$ cat src/rtl/fir_pkg.sv
// Shared definitions for the FIR filter serial front end: controller state
// encoding and the word length shared with the deserializer.
package fir_pkg;

   // Default data bits per word; the deserializer uses the same constant
   localparam int LENGTH_DEF  = 24;
   // Default i_clk cycles without a bit clock edge before a word is dropped
   localparam int TIMEOUT_DEF = 256;

   // Controller states: HUNT = 2'd0, SHIFT = 2'd1, LATCH = 2'd2
   typedef enum logic [1:0] {
      HUNT  = 2'd0,
      SHIFT = 2'd1,
      LATCH = 2'd2
   } state_t;

endpackage

$ cat src/rtl/deserializer_ctrl_if.sv
// Strobe bus from the deserializer controller to the deserializer:
// per-bit shift enable, the bit itself, and the word-latch strobe.
interface deserializer_ctrl_if;

   logic des_en;
   logic des_din;
   logic des_din_valid;

   modport master (output des_en, output des_din, output des_din_valid);
   modport slave  (input  des_en, input  des_din, input  des_din_valid);

endinterface

$ cat src/rtl/deserializer_ctrl_sync_edge_detect.sv
// Single-bit 2-FF synchroniser with a one-cycle rising-edge pulse taken
// from the synchronised output and a one-cycle delayed copy of it.
module sync_edge_detect (
   input  logic i_clk,
   input  logic i_rst_n,
   input  logic i_async,
   output logic o_sync,
   output logic o_rise
);

   logic meta_q;
   logic sync_q;
   logic prev_q;

   // Two synchroniser stages followed by the delay stage used for edge detection
   always_ff @(posedge i_clk or negedge i_rst_n) begin
      if (!i_rst_n) begin
         meta_q <= 1'b0;
         sync_q <= 1'b0;
         prev_q <= 1'b0;
      end else begin
         meta_q <= i_async;
         sync_q <= meta_q;
         prev_q <= sync_q;
      end
   end

   assign o_sync = sync_q;
   assign o_rise = sync_q & ~prev_q;

endmodule

$ cat src/rtl/deserializer_ctrl.sv
// Deserializer front-end sequencer: samples the LSB-first serial link,
// aligns on frame sync, issues per-bit shift strobes and one latch strobe
// per complete word, and drops partial words on resync, timeout or disable.
module deserializer_ctrl
   import fir_pkg::*;
#(
   parameter int LENGTH  = LENGTH_DEF,
   parameter int TIMEOUT = TIMEOUT_DEF
) (
   input  logic                         i_clk,
   input  logic                         i_rst_n,
   input  logic                         i_en,
   input  logic                         i_sclk,
   input  logic                         i_fsync,
   input  logic                         i_sdata,
   deserializer_ctrl_if.master          des_if,
   output logic                         o_busy,
   output logic                         o_frame_err,
   output logic [$clog2(LENGTH+1)-1:0]  ov_bit_cnt
);

   localparam int CW = $clog2(LENGTH + 1);
   localparam int TW = $clog2(TIMEOUT + 1);
   localparam logic [CW-1:0] LEN_C   = CW'(LENGTH);
   localparam logic [TW-1:0] TO_LAST = TW'(TIMEOUT - 1);
   localparam logic [TW-1:0] TO_MAX  = TW'(TIMEOUT);

   // Lane 0 = sclk, lane 1 = fsync, lane 2 = sdata; all share one pipeline
   // depth so fsync/sdata are aligned with the detected sclk rise.
   logic [2:0] async_vec;
   logic [2:0] sync_vec;
   logic [2:0] rise_vec;

   assign async_vec = {i_sdata, i_fsync, i_sclk};

   for (genvar gi = 0; gi < 3; gi++) begin : g_sync
      sync_edge_detect u_sync (
         .i_clk   (i_clk),
         .i_rst_n (i_rst_n),
         .i_async (async_vec[gi]),
         .o_sync  (sync_vec[gi]),
         .o_rise  (rise_vec[gi])
      );
   end

   logic sclk_rise;
   logic fsync_s;
   logic sdata_s;
   logic unused_lanes;

   assign sclk_rise    = rise_vec[0];
   assign fsync_s      = sync_vec[1];
   assign sdata_s      = sync_vec[2];
   // Synchronised sclk level and fsync/sdata edges are not needed
   assign unused_lanes = ^{sync_vec[0], rise_vec[2:1]};

   state_t          state_q;
   logic [CW-1:0]   bit_cnt_q;
   logic [TW-1:0]   to_cnt_q;
   logic            pend_q;
   logic            pend_fsync_q;
   logic            pend_sdata_q;
   logic            des_en_q;
   logic            des_din_q;
   logic            des_valid_q;
   logic            frame_err_q;

   // Saturating increments for the bit and timeout counters
   logic [CW-1:0]   bit_cnt_inc_d;
   logic [TW-1:0]   to_cnt_inc_d;

   assign bit_cnt_inc_d = (bit_cnt_q == LEN_C)  ? bit_cnt_q : bit_cnt_q + CW'(1);
   assign to_cnt_inc_d  = (to_cnt_q  == TO_MAX) ? to_cnt_q  : to_cnt_q  + TW'(1);

   // In HUNT a rise captured during LATCH is replayed from the pending flag
   logic hunt_rise;
   logic hunt_fsync;
   logic hunt_sdata;

   assign hunt_rise  = pend_q | sclk_rise;
   assign hunt_fsync = pend_q ? pend_fsync_q : fsync_s;
   assign hunt_sdata = pend_q ? pend_sdata_q : sdata_s;

   // Controller FSM with registered strobes, counters and pending flag
   always_ff @(posedge i_clk or negedge i_rst_n) begin
      if (!i_rst_n) begin
         state_q      <= HUNT;
         bit_cnt_q    <= '0;
         to_cnt_q     <= '0;
         pend_q       <= 1'b0;
         pend_fsync_q <= 1'b0;
         pend_sdata_q <= 1'b0;
         des_en_q     <= 1'b0;
         des_din_q    <= 1'b0;
         des_valid_q  <= 1'b0;
         frame_err_q  <= 1'b0;
      end else begin
         des_en_q    <= 1'b0;
         des_din_q   <= 1'b0;
         des_valid_q <= 1'b0;
         frame_err_q <= 1'b0;
         if (!i_en) begin
            // Quiet abandon: no error pulse, synchronisers keep running
            state_q      <= HUNT;
            bit_cnt_q    <= '0;
            to_cnt_q     <= '0;
            pend_q       <= 1'b0;
            pend_fsync_q <= 1'b0;
            pend_sdata_q <= 1'b0;
         end else begin
            case (state_q)
               HUNT: begin
                  pend_q   <= 1'b0;
                  to_cnt_q <= '0;
                  if (hunt_rise && hunt_fsync) begin
                     des_en_q  <= 1'b1;
                     des_din_q <= hunt_sdata;
                     bit_cnt_q <= CW'(1);
                     state_q   <= SHIFT;
                  end
               end
               SHIFT: begin
                  if (bit_cnt_q == LEN_C) begin
                     state_q <= LATCH;
                  end else if (sclk_rise) begin
                     to_cnt_q  <= '0;
                     des_en_q  <= 1'b1;
                     des_din_q <= sdata_s;
                     if (fsync_s) begin
                        // Misplaced frame sync: restart the word on this bit
                        frame_err_q <= 1'b1;
                        bit_cnt_q   <= CW'(1);
                     end else begin
                        bit_cnt_q <= bit_cnt_inc_d;
                     end
                  end else if (to_cnt_q >= TO_LAST) begin
                     // Bit clock lost: discard the partial word
                     frame_err_q <= 1'b1;
                     state_q     <= HUNT;
                     bit_cnt_q   <= '0;
                     to_cnt_q    <= '0;
                  end else begin
                     to_cnt_q <= to_cnt_inc_d;
                  end
               end
               LATCH: begin
                  // Deserializer latches its pre-shift contents; the dummy 0
                  // shifted in here is flushed by the next word.
                  des_en_q    <= 1'b1;
                  des_valid_q <= 1'b1;
                  des_din_q   <= 1'b0;
                  bit_cnt_q   <= '0;
                  to_cnt_q    <= '0;
                  state_q     <= HUNT;
                  if (sclk_rise) begin
                     pend_q       <= 1'b1;
                     pend_fsync_q <= fsync_s;
                     pend_sdata_q <= sdata_s;
                  end
               end
               default: begin
                  state_q   <= HUNT;
                  bit_cnt_q <= '0;
                  to_cnt_q  <= '0;
               end
            endcase
         end
      end
   end

   assign des_if.des_en        = des_en_q;
   assign des_if.des_din       = des_din_q;
   assign des_if.des_din_valid = des_valid_q;
   assign o_busy               = (state_q == SHIFT) || (state_q == LATCH);
   assign o_frame_err          = frame_err_q;
   assign ov_bit_cnt           = bit_cnt_q;

endmodule

$ cat src/flat_wrapper.sv
// flat-port wrapper written by rule: the top's interface ports become plain ports
module deserializer_ctrl_flat import fir_pkg::*;
#(
   parameter int LENGTH  = LENGTH_DEF,
   parameter int TIMEOUT = TIMEOUT_DEF
)
  (i_clk, i_rst_n, i_en, i_sclk, i_fsync, i_sdata, o_busy, o_frame_err, ov_bit_cnt, des_if_des_en, des_if_des_din, des_if_des_din_valid);
  deserializer_ctrl_if des_if_i ();
  input  logic i_clk;
  input  logic i_rst_n;
  input  logic i_en;
  input  logic i_sclk;
  input  logic i_fsync;
  input  logic i_sdata;
  output logic o_busy;
  output logic o_frame_err;
  output logic [$clog2(LENGTH+1)-1:0] ov_bit_cnt;
  output wire logic [$bits(des_if_i.des_en)-1:0] des_if_des_en;
  output wire logic [$bits(des_if_i.des_din)-1:0] des_if_des_din;
  output wire logic [$bits(des_if_i.des_din_valid)-1:0] des_if_des_din_valid;
  assign des_if_des_en = des_if_i.des_en;
  assign des_if_des_din = des_if_i.des_din;
  assign des_if_des_din_valid = des_if_i.des_din_valid;
  deserializer_ctrl #(.LENGTH(LENGTH), .TIMEOUT(TIMEOUT)) u_core (.i_clk(i_clk), .i_rst_n(i_rst_n), .i_en(i_en), .i_sclk(i_sclk), .i_fsync(i_fsync), .i_sdata(i_sdata), .des_if(des_if_i), .o_busy(o_busy), .o_frame_err(o_frame_err), .ov_bit_cnt(ov_bit_cnt));
endmodule
$ cat config.mk
export PLATFORM = sky130hd
export DESIGN_NAME = deserializer_ctrl_flat
export DESIGN_NICKNAME = d
export VERILOG_FILES = /design/src/rtl/fir_pkg.sv /design/src/rtl/deserializer_ctrl_if.sv /design/src/rtl/deserializer_ctrl_sync_edge_detect.sv /design/src/rtl/deserializer_ctrl.sv /design/src/flat_wrapper.sv
export SDC_FILE = /design/constraint.sdc
export NUM_CORES = 1
export LEC_CHECK = 0
export CORE_MARGIN = 1
export CORE_UTILIZATION = 30
export CTS_CLUSTER_SIZE = 16
export DETAILED_ROUTE_END_ITERATION = 8
export DONT_BUFFER_PORTS = 1
export HOLD_SLACK_MARGIN = 0.05
export PLACE_DENSITY = 0.47
export SLEW_MARGIN = 20
export SYNTH_ARGS = -nofsm -noshare
export SYNTH_HDL_FRONTEND = slang
export SYNTH_SLANG_ARGS = --single-unit
$ cat constraint.sdc
create_clock -name i_clk -period 3.1 [get_ports i_clk]
set_input_delay 0.155 -clock i_clk [delete_from_list [all_inputs] [get_ports i_clk]]
set_output_delay 0.155 -clock i_clk [all_outputs]
set_load 0.01 [all_outputs]
# [Word level (Yosys, flattened, before mapping)]
# Cells that the tools add are included.
[word_totals] register_bits=30 latch_bits=0 mem_bits_rw=0 mem_bits_ro=0 inputBits=6 output_inout_bits=10 word_cells=93 n_memories=0
[op_classes] addsub=2 n_mul=0 div=0 n_lt_le_gt_ge=1 eq_ne=14 shifts=0 mux=48 bitwise=3 reduce_logical=8
[ops] cell="two-way mux 9 bit" n=6
[ops] cell="two-way mux 5 bit" n=6
[ops] cell="two-way mux 1 bit" n=26
[ops] cell="two-way mux 2 bit" n=5
[ops] cell="case mux 5 bit (2 select lines)" n=1
[ops] cell="adder 9 x 1 -> 9 bit (second input constant)" n=1
[ops] cell="equality test 9 bit (second input constant)" n=1
[ops] cell=">= comparator 9 x 8 -> 1 bit (second input constant)" n=1
[ops] cell="!= test 4 x 2 -> 1 bit (second input constant)" n=2
[ops] cell="!= test 3 x 2 -> 1 bit (second input constant)" n=2
[ops] cell="AND reduction 2 bit" n=3
[ops] cell="AND reduction 3 bit" n=2
[ops] cell="adder 5 x 1 -> 5 bit (second input constant)" n=1
[ops] cell="equality test 5 bit (second input constant)" n=1
[ops] cell="!= test 5 x 4 -> 1 bit (second input constant)" n=1
[ops] cell="!= test 2 x 1 -> 1 bit (second input constant)" n=2
[ops] cell="!= test 4 bit (second input constant)" n=1
[ops] cell="case mux 1 bit (2 select lines)" n=2
[ops] cell="case mux 2 bit (2 select lines)" n=1
[ops] cell="!= test 3 x 1 -> 1 bit (second input constant)" n=1
[ops] cell="!= test 3 bit (second input constant)" n=1
[ops] cell="case mux 1 bit (3 select lines)" n=1
[ops] cell="equality test 2 x 1 -> 1 bit (second input constant)" n=1
[ops] cell="equality test 2 bit (second input constant)" n=1
[ops] cell="6 further kinds" n=6

# [Depth between registers and ports, before layout]
[depth] depth_word=7 mapped_depth=11 depth_no_buf=10

# [Modules after synthesis]
# Synthesis repeated with hierarchy kept, for this count alone.
[unflattened] cells_unflattened=146 area_unflattened_um2=1610.3
[modules_own_cells] module="deserializer_ctrl" n_inst=1 cells_each=134 area_per_inst_um2=1343.8 seq_area_each_um2=575.6
[modules_own_cells] module="sync_edge_detect" n_inst=3 cells_each=4 area_per_inst_um2=88.8 seq_area_each_um2=75.1

# [Worst setup path after synthesis]
# Ideal clock, no wire load.
[synth_path] kind="register to register" from="reg u_core.to_cnt_q[0]" to="reg u_core.to_cnt_q[4]" setup_ns=0.064 arrival_time_ns=2.141 required_time_ns=3.036 setup_slack_ns=0.896 stages_incl_launch_ff=12 path_buffers=1 synth_period_minus_slack_ns=2.204 cell_sequence="dfrtp_1 > ha_1 > and3_1 > nand2_1 > nor2_1 > ha_1 > nor2_1 > o31ai_4 > or3b_1 > buf_2 > nor3b_1 > a21o_1"
[synth_between] elab_chain_cells=7 elab_cells_between_ends=11 classes_between="add/sub (1); order compare (1); eq/ne (2); mux (6); reduce/logical (1)"
[synth_lines] element="start: declaration" line_no="deserializer_ctrl.sv:59" text="logic [TW-1:0] to_cnt_q;"
[synth_lines] element="start signal: assignment" line_no="deserializer_ctrl.sv:143" text="to_cnt_q <= to_cnt_inc_d;"
[synth_lines] element="adder 9 x 1 -> 9 bit" line_no="deserializer_ctrl.sv:73" text="assign to_cnt_inc_d = (to_cnt_q == TO_MAX) ? to_cnt_q : to_cnt_q + TW'(1);"
[synth_lines] element="two-way mux 9 bit" line_no="deserializer_ctrl.sv:73"
[synth_lines] element="two-way mux 9 bit" line_no="deserializer_ctrl.sv:136" text="end else if (to_cnt_q >= TO_LAST) begin"
[synth_lines] element="two-way mux 9 bit" line_no="deserializer_ctrl.sv:125" text="end else if (sclk_rise) begin"
[synth_lines] element="two-way mux 9 bit" line_no="deserializer_ctrl.sv:123" text="if (bit_cnt_q == LEN_C) begin"
[synth_lines] element="two-way mux 9 bit" line_no="deserializer_ctrl.sv:111" text="case (state_q)"
[synth_lines] element="two-way mux 9 bit" line_no="deserializer_ctrl.sv:102" text="if (!i_en) begin"
# Several ways; a longest one is shown, not always the timed one. The select of a mux whose other input is x is not followed.
# A chain may end at the register's enable or synchronous reset.

# [Worst setup path after layout]
[layout_path] from="reg u_core.to_cnt_q[0]" to="reg u_core.to_cnt_q[5]"
# The elaborated chain is that of the path after synthesis.

==> metrics.md <==
| Metric | Value |
|---|---|
| Post-synth EDFFs | `0` |
| Layout cells sized above 1 | `10.1%` |
| Number of port buffers | `0` |
| Post-Route Utilization | `between 30% and 40%` |
| RSZ-0062 raised after global routing | `false` |
| Overflow after GRT | `0` |
| Syn Nets | `175` |
| Design area | `around 1800 µm²` |
| Ys async rst share | `100%` |
| Routed met2 length | `1.46 mm` |
| Worst setup SP type | `flop` |
| Reg clk slew, reported paths | `0.06 ns` |
| Num rows | `26` |
| Max Fanout on Critical Path | `7` |
| VDD IR max | `0.190 mV` |
| Top Metal Used | `met4` |
| CP arrival | `2.58 ns` |
| CTS sink cnt | `30` |
| Gp weighted congestion | `0.848` |
| Area grow syn2layout | `14.0%` |
| Final WS setup | `about 0.74 ns` |
| I/O pin count | `16` |
| Post-Syn Area | `roughly 1600 µm²` |
| Yosys cell types | `44` |
| Met1 wire length | `1.46 mm` |
| Ant diodes | `0` |
| Period minus WS final | `2.36 ns` |
| Clock insertion delay at the later pin of the skew report | `roughly 0.28 ns` |
| Post-synthesis sequential area ratio | `between 40% and 50%` |
| Post-CTS setup buffers | `0` |
| H-tree depth | `2` |
| Area leader, netlist | `dfrtp_1` |
| DRT Wirelength | `approximately 3.1 mm` |
| Die Area | `5580 µm²` |
| Hold crit path type | `primary input to flop` |
| Avg Cell Area, Syn | `9.97 µm²` |
| Slew @ Worst Pin | `0.509 ns` |
| First-pass GRT wire length | `5.18 mm` |
| Vias in the first global route | `1,133` |
| Slew HR | `66.0%` |
| Drt via density | `4.96` |
| Dpl cell area | `approximately 1700 µm²` |
| Peak Freq | `423 MHz` |
| Hold Vio Cnt, Final | `0` |
| Top cells by count, synth | `30 x dfrtp_1, 17 x o21ai_0, 16 x nand2_1, 11 x nor2_1` |
| Initial Utilization | `31.0%` |
| Max-slew violations | `0` |
| YS warnings | `0` |
| Post-DRT Antenna Nets | `0` |
| 1st-pass router iterations | `4` |
| DP HPWL | `2.27 mm` |
| Largest net degree at the start of global routing | `31` |
| Clock buffer depth | `2` |
| Metal3 WL | `156 µm` |
| Die width | `between 70 and 80 µm` |
| Outcome | `finished clean` |
| Power consumption | `0.918 mW` |
| Fin nets | `185` |
| # setup viols final | `0` |
| Drt drc | `0` |
| Final Skew | `~0.0017 ns` |
| Power Dens Cells | `508 nW/µm²` |
| Initial antenna violation count | `0` |
| Total number of vias | `1,185` |
| Fin Setup TNS | `0 ns` |
| Worst Path Required | `3.32 ns` |
| Fin crit share | `76.3%` |
| Cells after Synth | `159` |
| Routed WL per cell | `13.1 µm` |
| Leading cell type by number of instances after synthesis | `dfrtp_1` |
| Total GRT Usage | `12.4%` |
| Root buf cell | `clkbuf_8` |
| Fill count | `530` |
| Core area | `5110 µm²` |
| Ys flop type | `dfrtp_1` |
| Endpoint class of the critical path | `flop` |
| Cts bufs inserted | `5` |
| Flops & latches, synth | `30` |
| Setup WS pre-CTS | `0.745 ns` |
| Initial drt markers | `57` |
| CTS tree | `yes` |
| Die Y | `about 75 µm` |
| P_leak | `around 0.8 nW` |
| WS Path Type | `flop to flop` |
| Synth top area cells | `dfrtp_1 47%, ha_1 7.9%, o21ai_0 5.4%` |
| Area share of the largest cell type after synthesis | `47.4%` |
| Max-cap violations | `0` |
[layout make-up]
type,instances,area (µm²),area share (%)
timing repair buffer,6,70.1,3.88
inverter,10,37.5,2.08
clock inverter,2,10.0,0.554
multi-input combinational,116,783,43.3
clock buffer,5,68.8,3.81
tap,70,87.6,4.84
sequential,30,751,41.5
[state kept, by name, summed over array words and instances (netlist names)]
| signal | flops |
|---|---|
| u_core.des_if.des_din | 1 |
| u_core.des_if.des_din_valid | 1 |
| u_core.o_frame_err | 1 |
| u_core.state_q | 2 |
| u_core.g_sync.u_sync.o_sync | 3 |
| u_core.pend_q | 1 |
| u_core.pend_fsync_q | 1 |
| u_core.des_if.des_en | 1 |
| u_core.g_sync.u_sync.meta_q | 3 |
| u_core.pend_sdata_q | 1 |
| u_core.g_sync.u_sync.prev_q | 1 |
| u_core.ov_bit_cnt | 5 |
| u_core.to_cnt_q | 9 |
[cell usage in the layout (no fill, tap or decap), types with 2 or more instances in the layout]
master,n
dfrtp_1,30
o21ai_0,17
nand2_1,16
nor2_1,11
inv_1,10
ha_1,10
nand3_1,9
clkbuf_8,5
dlygate4sd3_1,5
a21oi_1,4
o31ai_1,4
and2_1,3
nand2b_1,3
a21o_1,3
nor4_1,2
nand4b_1,2
nor4b_1,2
nor3_1,2
and2b_1,2
nor3b_1,2
a21boi_0,2
clkinv_2,2
[worst max-delay path: stages (launching register included)]
cell and delay, ns:
dfrtp_1 0.41, ha_1 0.23, and3_1 0.21, nand2_1 0.08, nor2_1 0.04, ha_1 0.17, nor2_1 0.16, o31ai_4 0.13
or3b_1 0.51, nor4_1 0.24, a21o_1 0.12
[path summary, 6_finish.rpt]
check,endpoint,startpoint,slack (ns),depth (start not counted)
setup / recovery,u_core.to_cnt_q[5],u_core.to_cnt_q[0],0.74,10
hold / removal,u_core.ov_bit_cnt[0],i_en,0.06,2
setup reg to reg,u_core.to_cnt_q[5],u_core.to_cnt_q[0],0.74,10
hold reg to reg,u_core.g_sync[1].u_sync.o_sync,u_core.g_sync[1].u_sync.meta_q,0.35,0
max in group asynchronous,u_core.g_sync[0].u_sync.meta_q,i_rst_n,2.57,2
min in group asynchronous,u_core.des_if.des_din_valid,i_rst_n,0.35,2
[routing by layer]
metal / vias up / track usage, %
li1: 583 / -
met1: 575 / 15.9
met2: 22 / 19.1
met3: 5 / 4.82
met4: 0 / 4.40
met5: - / 0
[what timing repair did]
| action | 4_1_cts | 5_1_grt |
|---|---|---|
| hold endpoints to repair | 40 | 0 |
| gates resized for setup | 0 | 0 |
| hold buffers | 6 | 0 |
[power by group]
group | internal, mW | switching (mW)
Clock | 0.150 | 0.137
Combinational | 0.0744 | 0.116
Sequential | 0.416 | 0.0259
[through the flow]
step | instances | hold WS (ns)
CTS | 239 | 0.0614
finish | 239 | 0.0603
global route | 239 | 0.0606
floorplan | 159 | -0.141
detailed placement | 226 | -0.140
global placement | 226 | -0.139
[cells by family (layout without fill, tap and decap cells)]
group	after synthesis	after routing	synth area share, %
AND/OR/NAND/NOR	65	65	22.9
AO/OA/AOI/OAI	40	40	18.0
flip-flops	30	30	47.4
buffers and inverters	13	23	3.24
adder cells (fa/ha/maj)	10	10	7.89
multiplexers	1	1	0.631
Note: power is estimated with default switching activity, not from simulation.
